===== config.mk =====
export PLATFORM = sky130hd
export DESIGN_NAME = mdll_pb_sel_ctl_flat
export DESIGN_NICKNAME = d
export VERILOG_FILES = /design/src/rtl/mdll_pb_sel_ctl_if.sv /design/src/rtl/mdll_pb_sel_ctl.sv /design/src/flat_wrapper.sv
export SDC_FILE = /design/constraint.sdc
export NUM_CORES = 1
export LEC_CHECK = 0
export BUFFER_PORTS_ARGS = -buffer_cell sky130_fd_sc_hd__buf_2
export CORE_ASPECT_RATIO = 0.9
export CORE_MARGIN = 1
export CORE_UTILIZATION = 35
export DETAILED_ROUTE_END_ITERATION = 6
export SYNTH_ARGS = -nofsm -noshare
export SYNTH_HDL_FRONTEND = slang
export SYNTH_SLANG_ARGS = --single-unit
export TNS_END_PERCENT = 10

===== constraint.sdc =====
create_clock -name clk -period 3.64 [get_ports clk]
set_clock_uncertainty 0.05 [all_clocks]
set_input_delay 0.182 -clock clk [delete_from_list [all_inputs] [get_ports clk]]
set_output_delay 0.182 -clock clk [all_outputs]
set_load 0.01 [all_outputs]

===== src/rtl/mdll_pb_sel_ctl_if.sv =====
// Code-request handshake and thermometer select bus between the MDLL loop and the blender driver.
interface mdll_pb_sel_ctl_if #(
  parameter int N_PB   = 4,
  parameter int N_FRAC = 3
);
  logic                     en;
  logic [N_PB+N_FRAC-1:0]   code_in;
  logic                     code_req;
  logic                     code_ack;
  logic                     busy;
  logic [2**N_PB-1:0]       sel_thm;
  logic [N_PB:0]            sel_cnt;

  modport master (
    output en, code_in, code_req,
    input  code_ack, busy, sel_thm, sel_cnt
  );

  modport slave (
    input  en, code_in, code_req,
    output code_ack, busy, sel_thm, sel_cnt
  );
endinterface


===== src/rtl/mdll_pb_sel_ctl.sv =====
// Phase-blender select driver: ramps a thermometer select bus one step per clock toward code k.
// Optional sigma-delta dither of the fractional code bits is enabled by defining MDLL_PB_DITHER_EN.
module mdll_pb_sel_ctl #(
  parameter int N_PB   = 4,
  parameter int N_FRAC = 3
) (
  input logic               clk,
  input logic               rst,
  mdll_pb_sel_ctl_if.slave  pb
);
  localparam int THM_W = 2**N_PB;
  localparam int CNT_W = N_PB + 1;

  typedef enum logic {IDLE, RAMP} state_e;

  state_e             state_q;
  logic [CNT_W-1:0]   cnt_q, cnt_d;
  logic [CNT_W-1:0]   k_q;
  logic [CNT_W-1:0]   k_new;
  logic [THM_W-1:0]   thm_q;
  logic               ack_q;
  logic               busy_q;

  function automatic logic [THM_W-1:0] thermo(input logic [CNT_W-1:0] n);
    logic [THM_W-1:0] t;
    for (int i = 0; i < THM_W; i++) t[i] = (CNT_W'(i) < n);
    return t;
  endfunction

  assign k_new = {1'b0, pb.code_in[N_PB+N_FRAC-1:N_FRAC]};

`ifdef MDLL_PB_DITHER_EN
  logic [N_FRAC-1:0]  acc_q;
  logic [N_FRAC-1:0]  f_q;
  logic [N_FRAC:0]    sum_d;

  assign sum_d = {1'b0, acc_q} + {1'b0, f_q};
`else
  logic unused_frac;
  assign unused_frac = ^pb.code_in[N_FRAC-1:0];
`endif

  // In RAMP cnt_q never equals k_q, so the step direction is always defined.
  always_comb begin
    cnt_d = cnt_q;
    if (state_q == RAMP) begin
      cnt_d = (k_q > cnt_q) ? cnt_q + 1'b1 : cnt_q - 1'b1;
    end
`ifdef MDLL_PB_DITHER_EN
    else begin
      cnt_d = k_q + CNT_W'(sum_d[N_FRAC]);
    end
`endif
  end

  always_ff @(posedge clk) begin
    if (rst) begin
      state_q <= IDLE;
      cnt_q   <= '0;
      k_q     <= '0;
      thm_q   <= '0;
      ack_q   <= 1'b0;
      busy_q  <= 1'b0;
`ifdef MDLL_PB_DITHER_EN
      acc_q   <= '0;
      f_q     <= '0;
`endif
    end else if (!pb.en) begin
      ack_q <= 1'b0;
    end else begin
      ack_q <= 1'b0;
      case (state_q)
        IDLE: begin
          if (pb.code_req) begin
            k_q   <= k_new;
            ack_q <= 1'b1;
`ifdef MDLL_PB_DITHER_EN
            acc_q <= '0;
            f_q   <= pb.code_in[N_FRAC-1:0];
`endif
            if (k_new != cnt_q) begin
              state_q <= RAMP;
              busy_q  <= 1'b1;
            end
          end else begin
`ifdef MDLL_PB_DITHER_EN
            // Settled cnt is k or k+1, so dithering toggles at most one select bit.
            acc_q <= sum_d[N_FRAC-1:0];
            cnt_q <= cnt_d;
            thm_q <= thermo(cnt_d);
`endif
          end
        end
        RAMP: begin
          cnt_q <= cnt_d;
          thm_q <= thermo(cnt_d);
          if (cnt_d == k_q) begin
            state_q <= IDLE;
            busy_q  <= 1'b0;
          end
        end
        default: state_q <= IDLE;
      endcase
    end
  end

  assign pb.sel_thm  = thm_q;
  assign pb.sel_cnt  = cnt_q;
  assign pb.busy     = busy_q;
  assign pb.code_ack = ack_q;
endmodule


===== src/flat_wrapper.sv =====
// flat-port wrapper written by rule: the top's interface ports become plain ports
module mdll_pb_sel_ctl_flat 
#(
  parameter int N_PB   = 4,
  parameter int N_FRAC = 3
)
  (clk, rst, pb_en, pb_code_in, pb_code_req, pb_code_ack, pb_busy, pb_sel_thm, pb_sel_cnt);
  mdll_pb_sel_ctl_if #(.N_PB(N_PB), .N_FRAC(N_FRAC)) pb_i ();
  input logic clk;
  input logic rst;
  input wire logic [$bits(pb_i.en)-1:0] pb_en;
  input wire logic [$bits(pb_i.code_in)-1:0] pb_code_in;
  input wire logic [$bits(pb_i.code_req)-1:0] pb_code_req;
  output wire logic [$bits(pb_i.code_ack)-1:0] pb_code_ack;
  output wire logic [$bits(pb_i.busy)-1:0] pb_busy;
  output wire logic [$bits(pb_i.sel_thm)-1:0] pb_sel_thm;
  output wire logic [$bits(pb_i.sel_cnt)-1:0] pb_sel_cnt;
  assign pb_i.en = pb_en;
  assign pb_i.code_in = pb_code_in;
  assign pb_i.code_req = pb_code_req;
  assign pb_code_ack = pb_i.code_ack;
  assign pb_busy = pb_i.busy;
  assign pb_sel_thm = pb_i.sel_thm;
  assign pb_sel_cnt = pb_i.sel_cnt;
  mdll_pb_sel_ctl #(.N_PB(N_PB), .N_FRAC(N_FRAC)) u_core (.clk(clk), .rst(rst), .pb(pb_i));
endmodule

======== Yosys cells after proc, flatten, opt, wreduce, memory -nomap -nowiden ========
Index checks and enable logic that the tools add are counted.
word-level totals
  bits in registers ....................... 28
  input port bits ......................... 11
  logic and storage cells ................. 47
operators by class
  add/sub/neg operators ................... 2
  order comparisons ....................... 17
  equal/unequal tests ..................... 5
  mux-type cells .......................... 11
  bitwise gates (word level) .............. 2
  reductions and logical operators ........ 4
operators by type and width
  kind                                                                          count
  4-bit by 5-bit less-than comparator with 1-bit output (first input constant)  8
  3-bit by 5-bit less-than comparator with 1-bit output (first input constant)  4
  1-bit by 5-bit less-than comparator with 1-bit output (first input constant)  2
  2-bit by 5-bit less-than comparator with 1-bit output (first input constant)  2
  5-bit two-way mux                                                             2
  1-bit two-way mux                                                             7
  5-bit by 1-bit adder with 5-bit output (second input constant)                1
  5-bit by 4-bit == test with 1-bit output                                      1
  4-bit by 5-bit greater-than comparator with 1-bit output                      1
  4-bit by 5-bit != test with 1-bit output                                      1
  5-bit by 1-bit subtractor with 5-bit output (second input constant)           1
  2-bit != test (second input constant)                                         2
  1-bit case mux with 2 select lines                                            2
  4-bit AND reduction                                                           1
  3-bit AND reduction                                                           1
  3-bit OR reduction                                                            1
  2-bit by 1-bit != test with 1-bit output (second input constant)              1
  1-bit inverter                                                                2
  2-bit AND reduction                                                           1

======== Logic depth before layout (Yosys ltp) ========
Gate-level depths: netlist (run 1).
  depth after elaboration ................. 6
  gate-level depth with buffers ........... 14

======== Worst setup path after synthesis (run 1) ========
OpenSTA, ideal clock, no wires.
  path kind ............................... reg-to-reg
  start point ............................. register u_core.cnt_q[1], in the netlist u_core.pb.sel_cnt[1]
  end point ............................... register u_core.state_q
  library setup time ...................... 0.139 ns
  data arrival time ....................... 3.034 ns
  slack ................................... 0.416 ns
  cell stages (with the launch flop) ...... 12
  path buffers ............................ 0
  cell sequence ........................... dfxtp_1 > inv_1 > ha_1 > a41oi_1 > nand2_1 > or2_2 > ha_1 > xor2_2 > mux2i_4 > xor2_1 > a2111oi_2 > a311oi_1
on the way
  longest elaborated chain between the ends .. 6
RTL lines
  what                                                                 line                    text
  from (decl)                                                          mdll_pb_sel_ctl.sv:17   logic [CNT_W-1:0] cnt_q, cnt_d;
  from (signal assigned)                                               mdll_pb_sel_ctl.sv:95   cnt_q <= cnt_d;
  5-bit by 1-bit subtractor with 5-bit output (tied with other cells)  mdll_pb_sel_ctl.sv:47   cnt_d = (k_q > cnt_q) ? cnt_q + 1'b1 : cnt_q - 1'b1;
  5-bit two-way mux                                                    mdll_pb_sel_ctl.sv:47
  5-bit two-way mux                                                    mdll_pb_sel_ctl.sv:46   if (state_q == RAMP) begin
  5-bit by 4-bit == test with 1-bit output                             mdll_pb_sel_ctl.sv:97   if (cnt_d == k_q) begin
  1-bit two-way mux                                                    mdll_pb_sel_ctl.sv:97
  1-bit case mux with 2 select lines *                                 mdll_pb_sel_ctl.sv:72   case (state_q)
  to (signal assigned)                                                 mdll_pb_sel_ctl.sv:82   state_q <= RAMP;
  to (signal assigned)                                                 mdll_pb_sel_ctl.sv:98   state_q <= IDLE;
  to (signal assigned)                                                 mdll_pb_sel_ctl.sv:102  default: state_q <= IDLE;
  to (decl)                                                            mdll_pb_sel_ctl.sv:16   state_e state_q;
Every way passes the cells marked *; elsewhere a longest branch is shown, timed or not.
A chain may end at the register's enable or synchronous reset.

======== Final worst setup path (run 1) ========
  start point ............................. register u_core.cnt_q[2], in the netlist u_core.pb.sel_cnt[2]
  end point ............................... register u_core.thm_q[8], in the netlist u_core.pb.sel_thm[8]
on the way
  longest elaborated chain between the ends .. 4
RTL lines
  what                                                                 line                   text
  5-bit by 1-bit subtractor with 5-bit output (tied with other cells)  mdll_pb_sel_ctl.sv:47
  5-bit two-way mux                                                    mdll_pb_sel_ctl.sv:47
  5-bit two-way mux *                                                  mdll_pb_sel_ctl.sv:46
  4-bit by 5-bit less-than comparator with 1-bit output *              mdll_pb_sel_ctl.sv:26  for (int i = 0; i < THM_W; i++) t[i] = (CNT_W'(i) < n);
  to (signal assigned)                                                 mdll_pb_sel_ctl.sv:96  thm_q <= thermo(cnt_d);
  to (decl)                                                            mdll_pb_sel_ctl.sv:20  logic [THM_W-1:0] thm_q;
Marks and branches as above.

==> results of run 1 <==
-- synthesized netlist by cell type (2+ instances only) --
library cell	instances	area, um^2
dfxtp_1	27	541
nand3_1	2	10.0
a41oi_1	3	26.3
ha_1	8	100
or2_2	2	12.5
mux2i_1	4	40.0
buf_2	5	25.0
clkbuf_1	2	7.51
inv_2	2	7.51
a311oi_2	2	30.0
a21oi_2	2	17.5
nand2_1	10	37.5
xor2_1	4	35.0
nor3_1	3	15.0
o21bai_1	4	30.0
nor2_1	28	105
nand2b_1	3	18.8
o21ai_0	2	10.0
xnor2_1	6	52.6
a31oi_1	5	31.3
a21oi_1	8	40.0
buf_4	4	30.0
a211oi_1	11	82.6
a311oi_1	5	43.8
inv_1	5	18.8
nand3_2	2	20.0
-- worst max path at each step --
stage                                end  cells past startpoint
finish              u_core.pb.sel_thm[8]                     11
global route              u_core.pb.busy                     11
CTS                 u_core.pb.sel_thm[8]                     11
detailed placement  u_core.pb.sel_thm[8]                     11
global placement    u_core.pb.sel_thm[8]                     11
floorplan                 u_core.state_q                     11
-- critical path, delay by kind of cell (launching register included) --
family | cells | cell delay [ns]
buffers and inverters | 1 | 0.08
AND/OR/NAND/NOR | 4 | 0.81
adder cells (fa/ha/maj) | 2 | 0.70
AO/OA/AOI/OAI | 4 | 1.17
flip-flops | 1 | 0.35
-- routing by layer --
layer | share of wire | wire [um] | GRT usage | up-vias
met5 | 0 | 0 | 0 | -
met4 | 0.0026 | 10 | 0.0361 | 0
met3 | 0.038 | 146 | 0.0378 | 2
met2 | 0.45 | 1700 | 0.258 | 26
met1 | 0.51 | 1960 | 0.253 | 633
li1 | - | - | - | 717
-- logic make-up after synthesis --
logic type | synth area share
XOR/XNOR | 0.0790
buffers and inverters | 0.0573
AO/OA/AOI/OAI | 0.255
adder cells (fa/ha/maj) | 0.0744
multiplexers | 0.0387
flip-flops | 0.335
AND/OR/NAND/NOR | 0.161
-- cell usage in the layout (no fill, tap or decap), types with 2 or more instances in the layout --
cell type,synthesis,routed
dfxtp_1,27,27
o21ai_0,2,2
a311oi_1,5,5
nor2_1,28,28
inv_1,5,5
buf_4,4,8
nand3_2,2,2
clkbuf_8,0,3
o21bai_1,4,4
or2_2,2,2
xnor2_1,6,6
a21oi_2,2,2
nor3_1,3,3
inv_2,2,2
a311oi_2,2,2
a41oi_1,3,3
buf_2,5,30
a21oi_1,8,8
a31oi_1,5,5
mux2i_1,4,4
a211oi_1,11,11
ha_1,8,8
nand3_1,2,2
nand2_1,10,10
xor2_1,4,4
nand2b_1,3,3
-- state kept, by name, indices dropped and copies added, names as in the netlist --
| signal | cells |
|---|---|
| u_core.state_q | 1 |
| u_core.pb.sel_cnt | 4 |
| u_core.pb.busy | 1 |
| u_core.pb.code_ack | 1 |
| u_core.pb.sel_thm | 16 |
| u_core.k_q | 4 |
-- final cells by class --
cell class              count  share of cell area
repair buffers             38               0.111
well taps                  62              0.0411
inverters                   7              0.0139
clock buffers               3              0.0219
multi-input cells         134               0.521
flip-flops and latches     27               0.287
clock inverters             1             0.00398
-- per-stage QoR --
stage / std cells / setup WS, ns
2_1_floorplan: 180 / 0.416
3_3_place_gp: 268 / 0.373
3_5_place_dp: 268 / 0.305
4_1_cts: 272 / 0.294
5_1_grt: 272 / 0.0145
6_report: 272 / 0.312
-- where the power goes --
| part | internal (mW) | leakage [nW] | total, mW | switching [mW] |
|---|---|---|---|---|
| clock network | 0.0778 | 0.0217 | 0.176 | 0.0984 |
| logic | 0.171 | 0.572 | 0.408 | 0.237 |
| registers | 0.318 | 0.220 | 0.338 | 0.0196 |
==> out/qor.csv, run 1 <==
metric,value,unit
status,completed,
first-pass GRT wire length,6.42,mm
slowest library cell on the worst path,o221ai_2,
LEAKAGE,0.814,nW
Multi-input gate area,982,um^2
die area,0.00489,mm^2
H-tree depth,1,
pins over their slew limit,0,
"Hold Vio Cnt, Final",0,
crit start category,register,
Reg-to-Reg Start,u_core.pb.sel_cnt[2],
CTS tree,built,
WP data required,3.70,ns
first drt pass iteration count,4,
Post-DRT Antenna Nets,0,
Post-CTS Resized,0,
post-CTS setup buffers,0,
setup TNS,0,ns
worst hold path type,in -> reg,
DR vias,1378,
fin crit share,0.914,
gpl congestion,0.763,
clk slew on worst S/H paths,0.09,ns
register area,541,um^2
syn_nets,200,
GRT Util Overall,0.173,
register area share after synthesis,0.335,
ANT cells,0,
syn_area_per_cell,8.97,um^2
final instance area,0.00189,mm^2
max frequency,0.300,GHz
Worst Hold End,u_core.k_q[3],
Slew @ Worst Pin,1.05,ns
CP Capture Type,register,
DRT iter0 DRCs,56,
CTS sink count,27,
worst setup path class,reg -> reg,
number of global-route vias before repair,1238,
"EDFF count, synth",0,
CTS max path bufs,2,
critical path arrival,3.39,ns
Fill cells,472,
initial antenna violation count,0,
Starting Density,0.364,
post-synthesis cell type count,47,
final setup vio count,0,
final global-route overflow total,0,
"Net count, final",231,
cell seen most often among critical-path stages,ha_1,
total core area,0.00443,mm^2
Slew headroom,0.302,
largest net degree at the start of global routing,28,
Clock Latency Late Sink,0.28,ns
"Top FF cell, synth",dfxtp_1,
layout cell share with drive strength beyond 1,0.271,
Cells after Synth,180,
Die Ht,66.5,um
FF-to-FF path depth,11,
Synth-to-Final Area Change,16.7,%
Residual DRC,0,
synth warn,0,
hold_ws,0.107,ns
Mapped Area,0.00162,mm^2
asr flop ratio synth,0,
Synth Register Bits,27,
Avg Vias per Cell,5.07,
root buffer cell,clkbuf_8,
R2R setup slack,0.31,ns
PortBufs,30,
critical-path maximum fanout,13,
Max Cap Viol,0,
FF-to-FF End,u_core.pb.sel_thm[8],
cts hold-fix bufs,0,
WL final,3.81,mm
die width,73.6,um
"Cell Area, Placed",0.00184,mm^2
Slowest Stage Delay on Critical Path,0.58,ns
crit path launch,u_core.pb.sel_cnt[2],
DP HPWL,2.70,mm
Worst Hold Depth,3,
CP cell instances,inv_2 -> ha_1 -> a41oi_1 -> nand2_1 -> or2_2 -> ha_1 -> nand2b_1 -> a21oi_2 -> or2_1 -> o221ai_2 -> a311oi_2,
min-delay src,pb_code_in[6],
final core occ,0.425,
RSZ-0062 raised after global routing,no,
Total Power,0.921,mW
power density over the cells,489,mW/mm^2
worst vdd ir,0.245,mV
CTS Buf Count,3,
Tmin final,3.33,ns
drt wl/cell,14.0,um
cell row count,23,
IO Pins,34,
Note: power is estimated with default switching activity, not from simulation.
==> run 2: changes to the inputs <==
--- a/config.mk
+++ b/config.mk
@@ -5,11 +5,11 @@
 export SDC_FILE = /design/constraint.sdc
 export NUM_CORES = 1
 export LEC_CHECK = 0
-export BUFFER_PORTS_ARGS = -buffer_cell sky130_fd_sc_hd__buf_2
 export CORE_ASPECT_RATIO = 0.9
 export CORE_MARGIN = 1
 export CORE_UTILIZATION = 35
 export DETAILED_ROUTE_END_ITERATION = 6
+export DONT_BUFFER_PORTS = 1
 export SYNTH_ARGS = -nofsm -noshare
 export SYNTH_HDL_FRONTEND = slang
 export SYNTH_SLANG_ARGS = --single-unit
==> out/qor.csv, run 2 (synthesized netlist as in run 1, its figures left out) <==
metric,value,unit
root buffer cell,clkbuf_8,
Reg-to-Reg Start,u_core.pb.sel_cnt[1],
layout cell share with drive strength beyond 1,0.137,
final worst slack,0.276,ns
RSZ-0062 raised after global routing,no,
Synth-to-Final Area Change,8.83,%
status,completed,
GRT Util Overall,0.163,
CTS Buf Count,3,
worst hold path type,in -> reg,
die width,73.6,um
"Net count, final",203,
final core occ,0.397,
cell row count,23,
most frequent cells in the layout,"28 x nor2_1, 27 x dfxtp_1, 11 x a211oi_1, 10 x nand2_1",
die area,0.00489,mm^2
Post-DRT Antenna Nets,0,
final setup vio count,0,
fin crit share,0.924,
worst setup path class,reg -> reg,
first-pass GRT wire length,5.93,mm
FF-to-FF path depth,11,
cts hold-fix bufs,3,
Worst Setup EP,u_core.pb.sel_thm[9],
CP Capture Type,register,
Total Power,0.902,mW
final instance area,0.00176,mm^2
CTS tree,built,
IO Pins,34,
DRT iter0 DRCs,96,
WL final,3.79,mm
switching pwr,0.350,mW
CTS sink count,27,
number of global-route vias before repair,1131,
"commonest non-fill, non-tap cell in the layout",nor2_1,
drt wl/cell,15.5,um
Slew headroom,0.319,
FF-to-FF End,u_core.pb.sel_thm[9],
"Hold Vio Cnt, Final",0,
Clock Latency Late Sink,0.28,ns
LEAKAGE,0.673,nW
clk slew on worst S/H paths,0.10,ns
WP data required,3.70,ns
Starting Density,0.364,
initial antenna violation count,0,
H-tree depth,1,
PortBufs,0,
critical path arrival,3.43,ns
largest net degree at the start of global routing,28,
internal power,0.552,mW
Tmin final,3.36,ns
sequential share of power,0.387,
hold_ws,0.00865,ns
Residual DRC,0,
"Cell Area, Placed",0.00167,mm^2
post-CTS setup buffers,0,
crit start category,register,
Max Cap Viol,0,
combinational power share,0.418,
gpl congestion,0.847,
max frequency,0.297,GHz
first drt pass iteration count,4,
crit path launch,u_core.pb.sel_cnt[1],
worst vdd ir,0.164,mV
register area,541,um^2
power density over the cells,513,mW/mm^2
Fill cells,479,
max reg flops,16,
setup TNS,0,ns
R2R setup slack,0.28,ns
Post-CTS Resized,0,
final global-route overflow total,0,
CTS max path bufs,2,
Inst Count DP,236,
DP HPWL,2.59,mm
Final Non-Filler Cells,244,
Multi-input gate area,982,um^2
ANT cells,0,
Placement Setup Slack,0.326,ns
pins over their slew limit,0,
total core area,0.00443,mm^2
Die Ht,66.5,um
DR vias,1291,
Sw Ratio,0.388,
critical-path maximum fanout,13,
Slew @ Worst Pin,1.02,ns
Clock power frac,0.195,
Avg Vias per Cell,5.29,
## run 2: cell count changes in the layout (fill, tap and decap cells not counted)
cell / change
buf_2: -30
buf_4: -2
clkinvlp_4: -1
dlygate4sd3_1: +4
clkinv_2: +1
## run 2: how the worst min path moves through the flow
stage                  start                     to  depth (start not counted)
6_report       pb_code_in[4]          u_core.k_q[1]                          2
5_1_grt                  rst   u_core.pb.sel_thm[0]                          2
4_1_cts        pb_code_in[5]          u_core.k_q[2]                          2
3_5_place_dp             rst   u_core.pb.sel_thm[8]                          1
3_3_place_gp             rst  u_core.pb.sel_thm[12]                          1
2_1_floorplan  pb_code_in[3]          u_core.k_q[0]                          2
## run 2: layout make-up
type,count,area share
Tap cell,62,0.0441
Inverter,7,0.0149
Clock inverter,1,0.00285
Timing Repair Buffer,10,0.0484
Clock buffer,3,0.0235
Sequential cell,27,0.307
Multi-Input combinational cell,134,0.559
## run 2: metal layers
layer / part of all wire / GRT usage / wire length [um] / vias up
met4: 0.015 / 0.0577 / 55 / 0
li1: - / - / - / 653
met2: 0.40 / 0.222 / 1510 / 43
met1: 0.50 / 0.239 / 1910 / 590
met5: 0 / 0 / 0 / -
met3: 0.081 / 0.0469 / 305 / 5
## run 2: power groups by stage
stage                     Clock, mW  Sequential [mW]  Combinational [mW]
after floorplan                   0            0.349               0.304
after global placement            0            0.356               0.363
after detailed placement          0            0.356               0.363
after CTS                     0.183            0.350               0.374
after global routing          0.195            0.354               0.415
final                         0.176            0.349               0.377
## run 2: worst max-delay path: stages (launching register included)
cell      delay [ns]
dfxtp_1         0.34
inv_1           0.10
ha_1            0.33
a41oi_1         0.29
nand2_1         0.08
or2_2           0.33
ha_1            0.37
nand2b_1        0.17
a21oi_2         0.10
or2_1           0.23
o221ai_2        0.61
a311oi_1        0.18
==> run 3: changes to the inputs <==
--- a/config.mk
+++ b/config.mk
@@ -5,11 +5,13 @@
 export SDC_FILE = /design/constraint.sdc
 export NUM_CORES = 1
 export LEC_CHECK = 0
-export CORE_ASPECT_RATIO = 0.9
+export CORE_ASPECT_RATIO = 0.5
 export CORE_MARGIN = 1
-export CORE_UTILIZATION = 35
+export CORE_UTILIZATION = 60
 export DETAILED_ROUTE_END_ITERATION = 6
 export DONT_BUFFER_PORTS = 1
+export HOLD_SLACK_MARGIN = 0.06
+export PLACE_DENSITY = 0.76
 export SYNTH_ARGS = -nofsm -noshare
 export SYNTH_HDL_FRONTEND = slang
 export SYNTH_SLANG_ARGS = --single-unit
==> out/qor.csv, run 3 (synthesized netlist as in run 1, its figures left out) <==
metric,value,unit
status,completed,
Starting Density,0.681,
total core area,0.00237,mm^2
first-pass GRT wire length,5.57,mm
drt wl/cell,16.3,um
final setup vio count,0,
CTS sink count,27,
layout cell share with drive strength beyond 1,0.137,
max frequency,0.296,GHz
setup TNS,0,ns
FF-to-FF End,u_core.pb.sel_thm[9],
"Net count, final",204,
pins over their slew limit,0,
DR vias,1318,
LEAKAGE,0.674,nW
CTS max path bufs,2,
WP data required,3.78,ns
Worst Hold End,u_core.state_q,
cell row count,12,
DRT iter0 DRCs,90,
hold_ws,0.0903,ns
Slew headroom,0.311,
IO Pins,34,
ANT cells,0,
Slowest Stage Delay on Critical Path,0.44,ns
CP Capture Type,register,
power density over the cells,520,mW/mm^2
fin crit share,0.927,
H-tree depth,1,
CTS Buf Count,3,
most frequent cells in the layout,"28 x nor2_1, 27 x dfxtp_1, 11 x a211oi_1, 10 x nand2_1",
RSZ-0062 raised after global routing,no,
Die Ht,38.7,um
CTS tree,built,
Worst Hold Depth,2,
clk slew on worst S/H paths,0.10,ns
"Cell Area, Placed",0.00164,mm^2
Slew @ Worst Pin,1.03,ns
critical-path maximum fanout,13,
max reg flops,16,
largest net degree at the start of global routing,28,
critical path arrival,3.52,ns
CP cell instances,inv_2 -> ha_1 -> a211oi_1 -> nand2_1 -> nand2_1 -> or2_2 -> inv_1 -> fa_1 -> nand2b_1 -> a21oi_2 -> or2_1 -> o221ai_2 -> a311oi_1,
worst setup path class,reg -> reg,
Residual DRC,0,
Tmin final,3.38,ns
GRT Util Overall,0.271,
worst hold path type,in -> reg,
cell seen most often among critical-path stages,nand2_1,
die width,75.4,um
DP HPWL,2.53,mm
Reg-to-Reg Start,u_core.pb.sel_cnt[2],
"Hold Vio Cnt, Final",0,
worst vdd ir,0.266,mV
Clock Latency Late Sink,0.28,ns
WL final,3.55,mm
slowest library cell on the worst path,fa_1,
number of global-route vias before repair,1117,
final global-route overflow total,0,
Post-DRT Antenna Nets,0,
Synth-to-Final Area Change,7.51,%
crit start category,register,
root buffer cell,clkbuf_8,
PortBufs,0,
R2R setup slack,0.26,ns
Max Cap Viol,0,
CP Buf/Inv Count,2,
die area,0.00292,mm^2
"CP delay by family, top",compound AO/OA/AOI/OAI gates,
gpl congestion,0.872,
initial antenna violation count,0,
"commonest non-fill, non-tap cell in the layout",nor2_1,
final instance area,0.00174,mm^2
Total Power,0.903,mW
Avg Vias per Cell,6.05,
min-delay src,pb_en,
FF-to-FF path depth,13,
first drt pass iteration count,4,
[run 3: changes by cell type in the layout (fill, tap and decap cells not counted)]
cell / delta
clkinv_2: -1
dlygate4sd3_1: +1
clkinvlp_4: +1
[run 3: through the flow]
step | utilization | worst slack [ns] | instances
6_report | 0.732 | 0.265 | 218
5_1_grt | 0.732 | 0.0268 | 218
4_1_cts | 0.732 | 0.318 | 218
3_5_place_dp | 0.690 | 0.349 | 209
3_3_place_gp | 0.690 | 0.408 | 209
2_1_floorplan | - | 0.416 | 180
[run 3: worst max path at each step]
stage	from	to	slack, ns	cells after the start
after floorplan	u_core.pb.sel_cnt[1]	u_core.state_q	0.42	11
after CTS	u_core.pb.sel_cnt[2]	u_core.pb.busy	0.32	13
after global routing	u_core.pb.sel_cnt[2]	u_core.pb.sel_thm[9]	0.03	13
final	u_core.pb.sel_cnt[2]	u_core.pb.sel_thm[9]	0.26	13
after detailed placement	u_core.pb.sel_cnt[2]	u_core.pb.busy	0.35	13
after global placement	u_core.pb.sel_cnt[2]	u_core.pb.sel_thm[12]	0.41	11
[run 3: repair_timing]
action / in CTS / in global routing
gates resized for setup: 0 / 0
hold endpoints to repair: 27 / 0
hold buffers: 5 / 0
setup buffers: 0 / 0
[run 3: area by class of cell]
class | instances | area, um^2
timing repair buffer | 11 | 95.1
clock inverter | 1 | 7.51
clock buffer | 3 | 41.3
sequential | 27 | 541
multi-input combinational | 134 | 982
tap | 35 | 43.8
inverter | 7 | 26.3
fill | 186 | 636
[run 3: routing by layer]
metal | part of all wire | vias to the layer above | track usage | routed length (um)
li1 | - | 658 | - | -
met1 | 0.50 | 605 | 0.380 | 1780
met2 | 0.41 | 51 | 0.406 | 1450
met3 | 0.084 | 4 | 0.0833 | 299
met4 | 0.0039 | 0 | 0.0602 | 14
met5 | 0 | - | 0 | 0
[run 3: power breakdown]
| group | switching, mW | leakage (nW) | internal (mW) |
|---|---|---|---|
| logic | 0.220 | 0.432 | 0.158 |
| clock network | 0.0983 | 0.0217 | 0.0779 |
| registers | 0.0315 | 0.220 | 0.318 |
| total | 0.349 | 0.674 | 0.554 |
